**config.mk**
```make
export PLATFORM = sky130hd
export DESIGN_NAME = spell_rambus_sram
export DESIGN_NICKNAME = d
export VERILOG_FILES = /design/src/rtl/spell_rambus_sram.sv
export SDC_FILE = /design/constraint.sdc
export NUM_CORES = 1
export LEC_CHECK = 0
export BUFFER_PORTS_ARGS = -buffer_cell sky130_fd_sc_hd__buf_2
export CORE_MARGIN = 2
export CORE_UTILIZATION = 49
export DETAILED_ROUTE_END_ITERATION = 8
export GPL_ROUTABILITY_DRIVEN = 1
export GPL_TIMING_DRIVEN = 0
export HOLD_SLACK_MARGIN = 0.12
export PLACE_DENSITY = 0.85
export SETUP_SLACK_MARGIN = 0.05
export SLEW_MARGIN = 20
export SYNTH_ARGS = -nofsm -noshare
export SYNTH_HDL_FRONTEND = slang
export SYNTH_SLANG_ARGS = --single-unit
```
**constraint.sdc**
```tcl
create_clock -name clock -period 2.55 [get_ports clock]
set_input_delay 0.1275 -clock clock [delete_from_list [all_inputs] [get_ports clock]]
set_output_delay 0.1275 -clock clock [all_outputs]
set_load 0.01 [all_outputs]
```
**src/rtl/spell_rambus_sram.sv**
```systemverilog
// rtl/spell_rambus_sram.sv - Wishbone classic slave bridging spell's rambus port to a 1-cycle-latency SRAM
// Optional out-of-range detection and sticky o_range_err port: define SPELL_RAMBUS_RANGE_ERR_EN.

module spell_rambus_sram #(
    parameter int ADDR_W = 10,
    parameter int DEPTH  = 512
) (
    input  logic                       clock,
    input  logic                       reset,
    input  logic                       i_wb_cyc,
    input  logic                       i_wb_stb,
    input  logic                       i_wb_we,
    input  logic [ADDR_W-1:0]          i_wb_addr,
    input  logic [3:0]                 i_wb_sel,
    input  logic [31:0]                i_wb_data,
    output logic [31:0]                o_wb_data,
    output logic                       o_wb_ack,
    output logic                       o_sram_ce_n,
    output logic [3:0]                 o_sram_we_n,
    output logic [$clog2(DEPTH)-1:0]   o_sram_addr,
    output logic [31:0]                o_sram_d,
    input  logic [31:0]                i_sram_q
`ifdef SPELL_RAMBUS_RANGE_ERR_EN
    ,
    output logic                       o_range_err
`endif
);

    localparam int AW = $clog2(DEPTH);

    typedef enum logic [1:0] {
        S_IDLE,
        S_ISSUE,
        S_WAIT,
        S_ACK
    } state_t;

    state_t          state, state_nx;
    logic            req;
    logic            addr_oor;
    logic            req_we, req_we_nx;
    logic            req_oor, req_oor_nx;
    logic            ack_nx;
    logic [31:0]     rdata_nx;
    logic            ce_n_nx;
    logic [3:0]      we_n_nx;
    logic [AW-1:0]   addr_nx;
    logic [31:0]     d_nx;

    assign req = i_wb_cyc & i_wb_stb;

`ifdef SPELL_RAMBUS_RANGE_ERR_EN
    localparam logic [ADDR_W:0] DEPTH_LIM = (ADDR_W+1)'(DEPTH);
    assign addr_oor = ({1'b0, i_wb_addr} >= DEPTH_LIM);
`else
    // Upper address bits are intentionally dropped: out-of-range words alias.
    logic unused_addr_hi;
    assign addr_oor       = 1'b0;
    assign unused_addr_hi = ^i_wb_addr[ADDR_W-1:AW];
`endif

    always_ff @(posedge clock or negedge reset) begin
        if (!reset) begin
            state       <= S_IDLE;
            o_wb_ack    <= 1'b0;
            o_wb_data   <= 32'h0;
            o_sram_ce_n <= 1'b1;
            o_sram_we_n <= 4'hF;
            o_sram_addr <= '0;
            o_sram_d    <= 32'h0;
            req_we      <= 1'b0;
            req_oor     <= 1'b0;
        end else begin
            state       <= state_nx;
            o_wb_ack    <= ack_nx;
            o_wb_data   <= rdata_nx;
            o_sram_ce_n <= ce_n_nx;
            o_sram_we_n <= we_n_nx;
            o_sram_addr <= addr_nx;
            o_sram_d    <= d_nx;
            req_we      <= req_we_nx;
            req_oor     <= req_oor_nx;
        end
    end

    always_comb begin
        state_nx   = state;
        ack_nx     = o_wb_ack;
        rdata_nx   = o_wb_data;
        ce_n_nx    = o_sram_ce_n;
        we_n_nx    = o_sram_we_n;
        addr_nx    = o_sram_addr;
        d_nx       = o_sram_d;
        req_we_nx  = req_we;
        req_oor_nx = req_oor;

        unique case (state)
            S_IDLE: begin
                if (req) begin
                    state_nx   = S_ISSUE;
                    addr_nx    = i_wb_addr[AW-1:0];
                    d_nx       = i_wb_data;
                    req_we_nx  = i_wb_we;
                    req_oor_nx = addr_oor;
                    // Out-of-range and empty-mask writes walk the FSM without touching the SRAM.
                    if (addr_oor || (i_wb_we && (i_wb_sel == 4'h0))) begin
                        ce_n_nx = 1'b1;
                        we_n_nx = 4'hF;
                    end else begin
                        ce_n_nx = 1'b0;
                        we_n_nx = i_wb_we ? ~i_wb_sel : 4'hF;
                    end
                end
            end
            S_ISSUE: begin
                ce_n_nx = 1'b1;
                we_n_nx = 4'hF;
                if (!i_wb_cyc) begin
                    state_nx = S_IDLE;
                end else if (req_we) begin
                    ack_nx   = 1'b1;
                    state_nx = S_ACK;
                end else begin
                    state_nx = S_WAIT;
                end
            end
            S_WAIT: begin
                if (!i_wb_cyc) begin
                    state_nx = S_IDLE;
                end else begin
                    rdata_nx = req_oor ? 32'h0 : i_sram_q;
                    ack_nx   = 1'b1;
                    state_nx = S_ACK;
                end
            end
            S_ACK: begin
                ack_nx   = 1'b0;
                state_nx = S_IDLE;
            end
            default: begin
                state_nx = S_IDLE;
            end
        endcase
    end

`ifdef SPELL_RAMBUS_RANGE_ERR_EN
    always_ff @(posedge clock or negedge reset) begin
        if (!reset) begin
            o_range_err <= 1'b0;
        end else if ((state == S_IDLE) && req && addr_oor) begin
            o_range_err <= 1'b1;
        end
    end
`endif

endmodule
```
# Word level (Yosys, flattened, before mapping)
# Cells that the tools add are included.
# W data, S select, Z words.
# totals
ff_bits	82
latchBits	0
ram_bits	0
rom_bits	0
input_bits	83
out_inout_bits	79
word_cells	42
memories	0
# op_classes
n_addsub	0
multipliers	0
div_mod_pow	0
n_lt_le_gt_ge	0
n_eq_ne	7
shifts	0
n_mux	16
n_bitwise	2
reduce_logical	9
# ops
operator	count
$mux W4	3
$ne A2 B2 Y1 const B	4
$pmux W2 S4	1
$pmux W4 S2	1
$mux W1	6
$mux W2	3
$reduce_and A2 Y1	3
$eq A2 B2 Y1 const B	2
$logic_not A4 Y1	1
$not A4 Y4	1
$reduce_and A4 Y1	1
$pmux W1 S3	1
$reduce_bool A3 Y1	1
$eq A2 B1 Y1 const B	1
$logic_not A2 Y1	1
$pmux W1 S2	1
$reduce_bool A2 Y1	1
$and A1 B1 Y1	1
$logic_and A1 B1 Y1	1

# Depth between registers and ports, before layout
# logic_depth
depth_word	5
depth_mapped	5
depth_no_buf	3

# Worst setup path after synthesis
# Ideal clock, no wire load.
# synth_timing
path_kind	reg-to-reg
startpoint	register state[0]
endpoint	register o_sram_addr[0]
setup_ns	0.125
t_arrival_ns	1.257
required_ns	2.425
slack_ns	1.168
stages_incl_launch_ff	5
path_buffers	2
period_less_slack_ns	1.382
cell_sequence	dfrtp_1 and4bb_1 buf_6 buf_6 mux2_4
# synth_via
elab_chain_cells	2
# synth_lines
element	line_no	source
start: declaration	38	state_t state, state_nx;
start signal: assignment	74	state <= state_nx;
$logic_not A2 Y1	97	unique case (state)
$reduce_and A2 Y1 (no source line)	-	
end signal: assignment	79	o_sram_addr <= addr_nx;
end: declaration	20	output logic [$clog2(DEPTH)-1:0] o_sram_addr,
# Every way passes these cells.
# A chain may end at the register's enable or synchronous reset.

# Worst setup path in the final report
# layout_timing
startpoint	input port i_wb_cyc
endpoint	register o_sram_we_n[2]
# layout_via
elab_chain_cells	3
# layout_lines
element	line_no	source
start: declaration	10	input logic i_wb_cyc,
$and A1 B1 Y1	50	assign req = i_wb_cyc & i_wb_stb;
$ne A2 B2 Y1 (no source line)	-	
$reduce_and A2 Y1 (no source line)	-	
end signal: assignment	78	o_sram_we_n <= we_n_nx;
end: declaration	19	output logic [3:0] o_sram_we_n,
# Every way passes these cells.

==> impl_metrics.ini <==
[yosys]
async_flop_share_pct = 100
synth_most_common_cell = dfrtp_1
synth_top_cell_by_area = dfrtp_1
yosysSeqAreaShare_pct = 62.5
ys_warn_count = 0
syn-num-nets = 275
synth_edf_count = 0
synth.area.top_cells = dfrtp_1 59%, mux2_4 19%, mux2_2 11%, dfstp_2 4.0%, buf_6 2.1%
ys_top_cells_by_count = 77 x dfrtp_1, 42 x mux2_4, 32 x mux2_2
synth_cell_types = 19
synth_cells = 192
synth_ff_type = dfrtp_1
netlist_area_sq_um = 3290
syn_area_per_cell_sq_um = 17.1
netlist.area_leader.share_pct = 58.6
synth-seq-cells = 82

[route]
avgRoutedWirePerCell_um = 16.5
vias = 2569
first_pass_iters = 4
drt_iter0_markers = 57
wirelength_um = 8710
drcViolationCount = 0
ant_nets = 0
viasPerCell = 4.87

[clock_tree]
clock_latency_ps = 330
cts_resized = 0
numCtsBuffers = 9
cts.clk_slew.worst_paths_ps = 80
clock_path_buffers = 2
cts_sinks = 82
hold_buffers = 84
cts_tree = done
cts_setup_buffers = 0
htreeDepth = 3
root_buffer = clkbuf_8

[floorplanning]
core_area_sq_um = 6420
rows = 29
fp.dieW_um = 86.0
die_area_sq_um = 7390
initial_core_util_pct = 51.2
io_pins = 162
die_h_um = 86.0

[power_and_ir_drop]
power_uw = 5560
pwr_density_cell_nw_per_um2 = 1050
vdd_drop_max_v = 0.000593
p_leak_uw = 0.00265

[cells_and_area]
drive_above_1_share_pct = 58.5
layoutNonFillerInstCount = 528
num_antenna_cells = 0
area_delta_synth_final_pct = 60.3
nets = 531
fillCellCount = 348

[global_routing]
grt-ovfl-total = 0
antenna_found_initial = 0
grt_pass1_wl_um = 13600
grt_pass1_vias = 2780
grt_max_degree = 44
grt.total_usage_pct = 24.1

[placed_design]
globalplace.congestion = 0.732
port-buffer-count = 160
dp.cells = 430
dp_hpwl_um = 4970

[worst_setup_path]
cp-start-kind = primary input
r2r_start = state[1]$_DFFE_PN0P_
end_kind = flip-flop
cp.arrival_ps = 2190
startpoint = i_wb_cyc
critical_path_required_ps = 2820
worstPathMaxFanout = 10
crit_type = in2reg

[job]
drv_cap = 0

[timing]
hold_viol = 0
fin_setup_tns_ps = 0
rsz0062_at_grt = false
holdWs_ps = 312
clock_skew_ps = 6.74
fmax_mhz = 521
min_period_ps = 1920
finalCritPeriodShare_pct = 75.2
setup_viol = 0
slew_viol_final = 0
max_slew_margin_pct = 64.4
worstMarginPinSlew_ps = 534

[status]
status = completed

[min_path]
hp-class = in2async
## cell families (layout without fill, tap and decap cells)
logic type / after synthesis / after routing / share of synthesized area [%]
DFF: 82 / 82 / 62.5
muxes: 74 / 74 / 30.1
and+or+nand+nor: 18 / 18 / 3.23
buffers and inverters: 9 / 268 / 2.51
AOI/OAI and AO/OA: 9 / 9 / 1.60
## cell type report
cell class	instances	area (sq um)	area share, %
Tap cell	77	96.3	1.83
Timing Repair Buffer	245	1660	31.5
Clock buffer	12	165	3.13
Multi-Input combinational cell	101	1150	21.8
Clock inverter	2	60.1	1.14
Sequential cell	82	2060	39.0
Buffer	9	82.6	1.57
## stage by stage
| step | utilization, % | setup slack (ps) | area, sq um |
|---|---|---|---|
| final | 82.2 | 631 | 5280 |
| after global routing | 82.2 | 547 | 5280 |
| after CTS | 82.2 | 660 | 5280 |
| after detailed placement | 65.6 | 1060 | 4210 |
| after global placement | 65.2 | 826 | 4190 |
| after floorplan | - | 1170 | 3290 |
## final timing paths
check                           cells after the start                          to  slack [ps]
worst max-delay path                                8  o_sram_we_n[2]$_DFFE_PN1P_         630
worst min-delay path                                2    o_sram_d[18]$_DFFE_PN0P_         310
worst max register to register                      6  o_sram_we_n[2]$_DFFE_PN1P_         640
worst min register to register                      1    o_wb_data[0]$_DFFE_PN0P_         500
max in group asynchronous                           3  o_sram_we_n[2]$_DFFE_PN1P_        1590
min in group clock                                  5  o_sram_we_n[0]$_DFFE_PN1P_         440
## state kept, by name (all words and copies together) (netlist names)
| name | count |
|---|---|
| o_sram_ce_n | 1 |
| o_sram_we_n | 4 |
| req_we | 1 |
| o_sram_addr | 9 |
| state | 2 |
| o_sram_d | 32 |
| o_wb_data | 32 |
| o_wb_ack | 1 |
## power breakdown
| part | leakage, uW | switching (uW) | internal, uW |
|---|---|---|---|
| clock | 0.000115 | 424 | 622 |
| combinational | 0.00157 | 939 | 1280 |
| sequential | 0.000964 | 351 | 1940 |
## cell usage in the layout, fill, tap and decap left out
| master | count |
|---|---|
| buf_4 | 1 |
| dfstp_2 | 5 |
| dfrtp_1 | 77 |
| nand2b_1 | 3 |
| a21oi_1 | 2 |
| a21boi_0 | 1 |
| nand3b_1 | 1 |
| nor3b_1 | 1 |
| o21ai_1 | 1 |
| mux2_4 | 42 |
| or2_2 | 1 |
| buf_12 | 1 |
| and3_1 | 4 |
| o21ai_0 | 3 |
| bufinv_16 | 2 |
| buf_6 | 6 |
| nand3_1 | 2 |
| buf_2 | 162 |
| nor2_1 | 5 |
| dlygate4sd3_1 | 84 |
| clkbuf_8 | 12 |
| mux2_2 | 32 |
| a21o_1 | 2 |
| and4bb_1 | 1 |
## worst max-delay path, cell delays in order
cell,delay [ps]
dlygate4sd3_1,550
buf_2,150
and4bb_1,200
buf_6,140
buf_6,160
and3_1,190
dlygate4sd3_1,560
o21ai_1,120
## per-layer routing
layer | wire length (um) | track usage (%) | up-vias
li1 | - | - | 1179
met1 | 3310 | 26.7 | 1265
met2 | 4720 | 44.9 | 104
met3 | 521 | 4.62 | 21
met4 | 163 | 9.67 | 0
met5 | 0 | 0 | -
Power figures use the tool's default switching activity.
